===== src/rtl/reg_xfer_pkg.sv =====
// Shared constants, state encoding and opcode classes for the register-transfer sequencer.
package reg_xfer_pkg;

  localparam logic [3:0] OP_NOP  = 4'h0;
  localparam logic [3:0] OP_MOV  = 4'h1;
  localparam logic [3:0] OP_LDI  = 4'h2;
  localparam logic [3:0] OP_SWAP = 4'h3;
  localparam logic [3:0] OP_CLR  = 4'h4;
  localparam logic [3:0] OP_INC  = 4'h5;

  localparam logic [1:0] AL = 2'd0;
  localparam logic [1:0] BL = 2'd1;
  localparam logic [1:0] CL = 2'd2;
  localparam logic [1:0] DL = 2'd3;

  typedef enum logic [2:0] {
    ST_IDLE = 3'd0,
    ST_IMM  = 3'd1,
    ST_EXEC = 3'd2,
    ST_SWP1 = 3'd3,
    ST_SWP2 = 3'd4
  } state_t;

  typedef enum logic [2:0] {
    CLS_NOP  = 3'd0,
    CLS_MOV  = 3'd1,
    CLS_LDI  = 3'd2,
    CLS_SWAP = 3'd3,
    CLS_CLR  = 3'd4,
    CLS_INC  = 3'd5,
    CLS_ILL  = 3'd6
  } op_cls_t;

endpackage


===== src/rtl/reg_xfer_decode.sv =====
// Combinational instruction decode: opcode class, operand indices and legality.
// SWAP is only legal when REG_XFER_SWAP_EN is defined.
module reg_xfer_decode
  import reg_xfer_pkg::*;
(
  input  logic [7:0] ir,
  output op_cls_t    op_cls,
  output logic [1:0] dst,
  output logic [1:0] src,
  output logic       legal
);

  // Opcode field to operation class.
  always_comb begin
    op_cls = CLS_ILL;
    legal  = 1'b1;
    dst    = ir[3:2];
    src    = ir[1:0];
    case (ir[7:4])
      OP_NOP:  op_cls = CLS_NOP;
      OP_MOV:  op_cls = CLS_MOV;
      OP_LDI:  op_cls = CLS_LDI;
`ifdef REG_XFER_SWAP_EN
      OP_SWAP: op_cls = CLS_SWAP;
`endif
      OP_CLR:  op_cls = CLS_CLR;
      OP_INC:  op_cls = CLS_INC;
      default: begin
        op_cls = CLS_ILL;
        legal  = 1'b0;
      end
    endcase
  end

endmodule


===== src/rtl/reg_xfer_ctrl.sv =====
// Multi-cycle register-file transfer sequencer (NOP/MOV/LDI/SWAP/CLR/INC).
// Define REG_XFER_SWAP_EN to build SWAP support (SWP1/SWP2 states and tmp register).
module reg_xfer_ctrl
  import reg_xfer_pkg::*;
(
  input  logic       clk,
  input  logic       reset,
  input  logic       instr_valid,
  input  logic [7:0] instr_data,
  output logic       instr_ready,
  output logic       reg_r,
  output logic [7:0] reg_r_select,
  input  logic [7:0] reg_r_line,
  output logic       reg_w,
  output logic [7:0] reg_w_select,
  output logic [7:0] reg_w_line,
  output logic       busy,
  output logic       retire,
  output logic       err
);

  state_t     state_r;
  state_t     state_nxt_s;
  logic [7:0] ir_r;
  logic [7:0] imm_r;
  logic       err_r;
`ifdef REG_XFER_SWAP_EN
  logic [7:0] tmp_r;
`endif

  op_cls_t    cls_s;
  logic [1:0] dst_s;
  logic [1:0] src_s;
  logic       legal_s;
  logic       ready_s;
  logic       accept_s;
  logic       rd_en_s;
  logic       wr_en_s;
  logic [1:0] rd_sel_s;
  logic [1:0] wr_sel_s;
  logic [7:0] wr_line_s;
  logic       retire_s;

  reg_xfer_decode u_decode (
    .ir     (ir_r),
    .op_cls (cls_s),
    .dst    (dst_s),
    .src    (src_s),
    .legal  (legal_s)
  );

  assign ready_s  = !reset && ((state_r == ST_IDLE) || (state_r == ST_IMM));
  assign accept_s = instr_valid && ready_s;

  // State, instruction/immediate latches and sticky illegal-opcode flag.
  always_ff @(posedge clk) begin
    if (reset) begin
      state_r <= ST_IDLE;
      ir_r    <= 8'h00;
      imm_r   <= 8'h00;
      err_r   <= 1'b0;
    end else begin
      state_r <= state_nxt_s;
      if (accept_s && (state_r == ST_IDLE)) ir_r <= instr_data;
      if (accept_s && (state_r == ST_IMM))  imm_r <= instr_data;
      if ((state_r == ST_EXEC) && !legal_s) err_r <= 1'b1;
    end
  end

`ifdef REG_XFER_SWAP_EN
  // Holds the source value read in SWP1 until the final dst write.
  always_ff @(posedge clk) begin
    if (reset) begin
      tmp_r <= 8'h00;
    end else if (state_r == ST_SWP1) begin
      tmp_r <= reg_r_line;
    end
  end
`endif

  // Next-state and register-file port sequencing.
  always_comb begin
    state_nxt_s = state_r;
    rd_en_s     = 1'b0;
    wr_en_s     = 1'b0;
    rd_sel_s    = 2'd0;
    wr_sel_s    = 2'd0;
    wr_line_s   = 8'h00;
    retire_s    = 1'b0;
    case (state_r)
      ST_IDLE: begin
        if (!accept_s) begin
          state_nxt_s = ST_IDLE;
        end else if (instr_data[7:4] == OP_LDI) begin
          state_nxt_s = ST_IMM;
`ifdef REG_XFER_SWAP_EN
        end else if (instr_data[7:4] == OP_SWAP) begin
          state_nxt_s = ST_SWP1;
`endif
        end else begin
          state_nxt_s = ST_EXEC;
        end
      end
      ST_IMM: begin
        if (accept_s) begin
          state_nxt_s = ST_EXEC;
        end else begin
          state_nxt_s = ST_IMM;
        end
      end
      ST_EXEC: begin
        state_nxt_s = ST_IDLE;
        retire_s    = 1'b1;
        case (cls_s)
          CLS_MOV: begin
            rd_en_s   = 1'b1;
            rd_sel_s  = src_s;
            wr_en_s   = 1'b1;
            wr_sel_s  = dst_s;
            wr_line_s = reg_r_line;
          end
          CLS_LDI: begin
            wr_en_s   = 1'b1;
            wr_sel_s  = dst_s;
            wr_line_s = imm_r;
          end
          CLS_CLR: begin
            wr_en_s   = 1'b1;
            wr_sel_s  = dst_s;
            wr_line_s = 8'h00;
          end
          CLS_INC: begin
            rd_en_s   = 1'b1;
            rd_sel_s  = dst_s;
            wr_en_s   = 1'b1;
            wr_sel_s  = dst_s;
            wr_line_s = reg_r_line + 8'd1;
          end
`ifdef REG_XFER_SWAP_EN
          CLS_SWAP: begin
            wr_en_s   = 1'b1;
            wr_sel_s  = dst_s;
            wr_line_s = tmp_r;
          end
`endif
          default: begin
            wr_en_s = 1'b0;
          end
        endcase
      end
`ifdef REG_XFER_SWAP_EN
      ST_SWP1: begin
        rd_en_s     = 1'b1;
        rd_sel_s    = src_s;
        state_nxt_s = ST_SWP2;
      end
      ST_SWP2: begin
        rd_en_s     = 1'b1;
        rd_sel_s    = dst_s;
        wr_en_s     = 1'b1;
        wr_sel_s    = src_s;
        wr_line_s   = reg_r_line;
        state_nxt_s = ST_EXEC;
      end
`endif
      default: begin
        state_nxt_s = ST_IDLE;
      end
    endcase
  end

  // Reset forces every output low, so no write can commit on a reset edge.
  assign instr_ready  = ready_s;
  assign reg_r        = rd_en_s && !reset;
  assign reg_r_select = reset ? 8'h00 : {6'b000000, rd_sel_s};
  assign reg_w        = wr_en_s && !reset;
  assign reg_w_select = reset ? 8'h00 : {6'b000000, wr_sel_s};
  assign reg_w_line   = reset ? 8'h00 : wr_line_s;
  assign busy         = !reset && (state_r != ST_IDLE);
  assign retire       = retire_s && !reset;
  assign err          = err_r && !reset;

endmodule


===== config.mk =====
export PLATFORM = sky130hd
export DESIGN_NAME = reg_xfer_ctrl
export DESIGN_NICKNAME = d
export VERILOG_FILES = /design/src/rtl/reg_xfer_pkg.sv /design/src/rtl/reg_xfer_decode.sv /design/src/rtl/reg_xfer_ctrl.sv
export SDC_FILE = /design/constraint.sdc
export NUM_CORES = 1
export LEC_CHECK = 0
export CAP_MARGIN = 20
export CORE_MARGIN = 3
export CORE_UTILIZATION = 43
export DETAILED_ROUTE_END_ITERATION = 8
export PLACE_DENSITY = 0.77
export SYNTH_ARGS = -nofsm -noshare
export SYNTH_HDL_FRONTEND = slang
export SYNTH_HIERARCHICAL = 1
export SYNTH_SLANG_ARGS = --single-unit

===== constraint.sdc =====
create_clock -name clk -period 2.5 [get_ports clk]
set_input_delay 0.5 -clock clk [delete_from_list [all_inputs] [get_ports clk]]
set_output_delay 0.5 -clock clk [all_outputs]
set_load 0.03 [all_outputs]

# [Word level (Yosys, flattened, before mapping)]
# Cells that the tools add are included.
[totals] regBits=20 ram_bits=0 output_inout_bits=30 n_memories=0 latch_bits=0 input_bits=19 elab_cells=55 rom_bits=0
[classes] div_mod_pow=0 mul=0 muxes=20 n_shift=0 order_cmp=0 bitwise_logic=0 n_addsub=1 reduce_logical=19 eq_ne=11
[op_table] operator="case mux 8 bit (3 select lines)" count=1
[op_table] operator="two-way mux 2 bit" count=8
[op_table] operator="two-way mux 8 bit" count=2
[op_table] operator="case mux 3 bit (5 select lines)" count=1
[op_table] operator="logical AND 1 bit" count=10
[op_table] operator="adder 8 x 1 -> 8 bit (second input constant)" count=1
[op_table] operator="== test 4 x 2 -> 1 bit (second input constant)" count=2
[op_table] operator="== test 4 x 3 -> 1 bit (second input constant)" count=2
[op_table] operator="== test 3 x 1 -> 1 bit (second input constant)" count=2
[op_table] operator="== test 3 x 2 -> 1 bit (second input constant)" count=2
[op_table] operator="== test 3 bit (second input constant)" count=2
[op_table] operator="two-way mux 1 bit" count=6
[op_table] operator="case mux 3 bit (2 select lines)" count=1
[op_table] operator="OR reduction 5 bit" count=1
[op_table] operator="== test 4 x 1 -> 1 bit (second input constant)" count=1
[op_table] operator="zero test 4 bit" count=1
[op_table] operator="case mux 2 bit (2 select lines)" count=1
[op_table] operator="OR reduction 4 bit" count=1
[op_table] operator="zero test 3 bit" count=1
[op_table] operator="nonzero test 3 bit" count=1
[op_table] operator="zero test 1 bit" count=2
[op_table] operator="OR reduction 2 bit" count=1
[op_table] operator="logical OR 1 bit" count=1

# [Depth between registers and ports, before layout]
[depth] word_depth=7 ltp_mapped=7 ltp_nobuf=6

# [By module]
# Netlist, hierarchy kept.
[modules_own_cells] mod="reg_xfer_ctrl" seq_area_each_um2=380.4 n_inst=1 cells_each=162 area_per_inst_um2=1178.6
[modules_own_cells] mod="reg_xfer_decode" seq_area_each_um2=0.0 n_inst=1 cells_each=10 area_per_inst_um2=70.1

# [Least setup slack after synthesis]
# Ideal clock, no wire load.
[synth_timing] path_kind="register -> output" from="reg ir_r[5]" to="out reg_w_line[7]" stages_incl_launch_ff=8 t_arrival_ns=2.061 slack_ns=-0.061 required_ns=2.000 cell_sequence="dfxtp_1 a211o_2 buf_4 inv_1 and2_1 buf_2 nand2_1 a221oi_1"
[synth_via] elab_chain_len=6
[synth_lines] element="from (decl)" line="reg_xfer_ctrl.sv:24" rtl="logic [7:0] ir_r;"
[synth_lines] element="from (signal assigned)" line="reg_xfer_ctrl.sv:64" rtl="if (accept_s && (state_r == ST_IDLE)) ir_r <= instr_data;"
[synth_lines] element="== test 4 x 3 -> 1 bit, or another cell as far along" line="reg_xfer_decode.sv:19" rtl="case (ir[7:4])"
[synth_lines] element="case mux 3 bit (5 select lines) *" line="reg_xfer_decode.sv:19"
[synth_lines] element="via cls_s[2]" line="reg_xfer_ctrl.sv:31" rtl="op_cls_t cls_s;"
[synth_lines] element="== test 3 bit, or another cell as far along" line="reg_xfer_ctrl.sv:114" rtl="case (cls_s)"
[synth_lines] element="case mux 8 bit (3 select lines) *" line="reg_xfer_ctrl.sv:114"
[synth_lines] element="two-way mux 8 bit *" line="reg_xfer_ctrl.sv:90" rtl="case (state_r)"
[synth_lines] element="two-way mux 8 bit *" line="reg_xfer_ctrl.sv:178" rtl="assign reg_w_line = reset ? 8'h00 : wr_line_s;"
[synth_lines] element="to (decl)" line="reg_xfer_ctrl.sv:16" rtl="output logic [7:0] reg_w_line,"
# Mark *: on every way through the listed nets, which the timed path passes. The rest lies on a longest branch.

# [Worst setup path after layout]
[layout_timing] from="in reg_r_line[2]" to="out reg_w_line[6]"
[layout_via] elab_chain_len=4
[layout_lines] element="from (decl)" line="reg_xfer_ctrl.sv:13" rtl="input logic [7:0] reg_r_line,"
[layout_lines] element="adder 8 x 1 -> 8 bit" line="reg_xfer_ctrl.sv:137" rtl="wr_line_s = reg_r_line + 8'd1;"
[layout_lines] element="case mux 8 bit (3 select lines)" line="reg_xfer_ctrl.sv:114"
[layout_lines] element="two-way mux 8 bit" line="reg_xfer_ctrl.sv:90"
[layout_lines] element="two-way mux 8 bit" line="reg_xfer_ctrl.sv:178"
# No other way between the ends.

==> metrics.csv <==
stage;metric;value;unit
outcome;status;finished, final reports clean;
floorplan;FP Rows;18;
synth;Yosys warnings;6;
sta;pins over their slew limit;0;
setup_path;R2R setup slack;1120;ps
synth;Syn Std Cell Area;1249;sq um
finish;nets;226;
sta;WHS;458.2;ps
routing;Detailed Route WL;2.947;mm
synth;Post-Syn Instances;172;
synth;count leader, synth;nand2_1;
hold_path;Hold Path Stages;2;
run;maxcap violations;0;
clock_tree;postcts setup bufs;0;
power;total power;0.6245;mW
clock_tree;Clk Tree Root Cell;clkbuf_4;
setup_path;Crit path required time;2000;ps
synth;number of synthesized flops with an enable pin;0;
synth;post-synth top area share;30.46;%
synth;post-synth cell types;38;
global_route;initial antenna violation count;0;
routing;routed vias/inst;5.094;
synth;sequential fraction of the synthesis area;30.46;%
clock_tree;Num CTS Buffers;3;
clock_tree;CTS tree;yes;
routing;drt drc;0;
power;P_leak;0.6281;nW
power;switching power;0.1867;mW
global_route;first-pass GRT wire length;4.540;mm
sta;Final min period;2413;ps
global_route;vias in the first global route;1110;
finish;area grow syn2layout;27.76;%
setup_path;crit end category;output pin;
synth;Primary FF master, synth;dfxtp_1;
setup_path;startpoint types;primary input;
finish;# fillers;262;
clock_tree;Clock transition at path regs;110;ps
global_route;largest net degree at the start of global routing;22;
routing;initial DRC count;25;
hold_path;hold crit path type;flip-flop to flip-flop;
floorplan;die area;3587;sq um
setup_path;Setup CP Type;primary input to output pin;
routing;via count;1197;
floorplan;Die X;59.89;microns
power;Sequential Power Share;50.8;%
synth;Yosys top cell by area;dfxtp_1;
finish;# diodes;0;
setup_path;R2R Path Start;state_r[1]$_SDFF_PP0_;
synth;Post-synth top cells;40 x nand2_1, 19 x a21oi_1, 19 x dfxtp_1, 18 x buf_4, 15 x nor2_1;
routing;TritonRoute pass-1 iters;4;
floorplan;Core ar.;2613;sq um
global_route;Tot GR Track Use;16.25;%
power;Internal Pwr Total;0.4378;mW
synth;ys async rst share;0;%
synth;average size of a mapped cell;7.260;sq um
sta;fmax;414.3;MHz
clock_tree;H-tree depth;1;
routing;drt wl/cell;12.54;microns
floorplan;Die Ht;59.89;microns
setup_path;worst r2r path cells;4;
global_route;total grt overflow;0;
power;VDD IR-drop max;0.0003533;V
floorplan;Initial Util;47.80;%
finish;register area;380.4;sq um
sta;final period utilization;96.54;%
hold_path;HP Start;ir_r[0]$_SDFFE_PP0P_;
finish;Multi-input gate area;765.7;sq um
sta;Final Skew;11.85;ps
setup_path;CP arrival;1910;ps
synth;top cells by area, synth;dfxtp_1 30%, nand2_1 12%, buf_4 11%, a21oi_1 7.6%, nor2_1 4.5%;
clock_tree;Worst-Skew Late Latency;290;ps
clock_tree;Max Buffers Root-to-Sink;2;
clock_tree;CTS Sinks;19;
placed_design;routability cong.;0.8638;
finish;post-layout utilization of the core;61.06;%
floorplan;# IOs;49;
power;Pwr Density;391.5;nW/um^2
finish;share of layout cells above drive strength 1;21.95;%
placed_design;Port Buf Inserts;36;
setup_path;end of the worst register-to-register path;ir_r[4]$_SDFFE_PP0P_;
synth;number of synthesized register bits;19;
setup_path;worst-path maximum fanout;5;
sta;Final setup viols;0;
placed_design;post-DP HPWL;2.334;mm
sta;Hold Vio Cnt, Final;0;
power;Sw Ratio;29.89;%
power;combinational share of power;25.6;%
routing;Post-DRT Antenna Nets;0;
hold_path;Hold Path End;ir_r[0]$_SDFFE_PP0P_;
clock_tree;CTS Hold Bufs;0;
power;clock share of power;23.6;%
how the worst max path moves through the flow:
| stage | from | end | slack (ps) | cells after the start |
|---|---|---|---|---|
| floorplan | ir_r[5]$_SDFFE_PP0P_ | reg_w_line[7] | 210 | 7 |
| global placement | reg_r_line[0] | reg_w_line[7] | 50 | 7 |
| detailed placement | reg_r_line[0] | reg_w_line[6] | 60 | 7 |
| CTS | reg_r_line[0] | reg_w_line[7] | 40 | 7 |
| global route | ir_r[5]$_SDFFE_PP0P_ | reg_w_line[0] | -50 | 8 |
| finish | reg_r_line[2] | reg_w_line[6] | 90 | 6 |
state kept, by name, indices dropped and copies added (netlist names):
signal and count:
err_r 1, ir_r 8, imm_r 8, state_r 2
routing by layer:
layer  wire, microns  up-vias  global-route usage [%]
li1                -      618                       -
met1            1325      534                   19.92
met2            1391       43                   28.55
met3             210        2                   2.160
met4              19        0                   6.013
met5               0        -                       0
critical path: stages:
cell and delay (ps):
clkdlybuf4s50_1 570, nand4_1 200, nor3_2 210, o21ai_1 80, a21oi_1 160, buf_4 190
layout by cell type (no fill, tap or decap), types with 2 or more instances in the layout:
cell type | synthesis | routed
a21oi_1 | 19 | 19
a22o_1 | 2 | 2
a22oi_1 | 4 | 4
and2_1 | 3 | 2
buf_4 | 18 | 23
clkbuf_4 | 0 | 3
clkdlybuf4s50_1 | 0 | 16
conb_1 | 1 | 12
dfxtp_1 | 19 | 19
dlymetal6s2s_1 | 0 | 2
inv_1 | 3 | 2
mux2i_1 | 3 | 3
nand2_1 | 40 | 39
nand3_1 | 2 | 2
nand4_1 | 3 | 3
nor2_1 | 15 | 15
nor2_4 | 1 | 2
nor3_1 | 4 | 2
nor3_2 | 0 | 2
o21a_1 | 3 | 3
o21ai_0 | 3 | 2
or3b_4 | 1 | 2
xnor2_1 | 4 | 4
kinds of logic (layout without fill, tap and decap cells):
family / count (synthesis) / in the layout / share of synthesized area, %
xor+xnor: 4 / 4 / 2.805
other cells: 1 / 12 / 0.3003
mux: 3 / 3 / 2.405
fa+ha+maj: 1 / 1 / 1.002
buf+inv: 28 / 50 / 14.83
flops: 19 / 19 / 30.46
simple gates: 80 / 80 / 29.76
compound gates: 36 / 36 / 18.44
timing repair:
item	in CTS	in global routing
pin swaps	0	3
endpoints found under the setup margin	1	11
resized for setup	1	15
hold endpoints to repair	0	0
gates cloned	0	0
stage by stage:
stage / area [sq um] / worst slack [ps] / TNS, ps / instances
after global routing: 1595 / -45.34 / -70.67 / 235
after CTS: 1553 / 40.94 / 0 / 235
after detailed placement: 1525 / 60.23 / 0 / 231
after floorplan: 1296 / 210.2 / 0 / 183
after global placement: 1525 / 45.21 / 0 / 231
final: 1595 / 86.51 / 0 / 235
power by group through the flow:
stage | Combinational [mW] | Clock [mW] | Sequential (mW)
after floorplan | 0.114 | 0 | 0.322
after global placement | 0.149 | 0 | 0.324
after detailed placement | 0.151 | 0 | 0.324
after CTS | 0.152 | 0.154 | 0.317
after global routing | 0.173 | 0.167 | 0.318
final | 0.160 | 0.147 | 0.317
final cells by class:
cell class,count,area share (%)
multi-input combinational,136,48.00
sequential,19,23.84
timing repair buffer,42,23.14
tap,30,2.353
clock buffer,4,1.647
inverter,4,1.020
(Power assumes the default switching activity.)
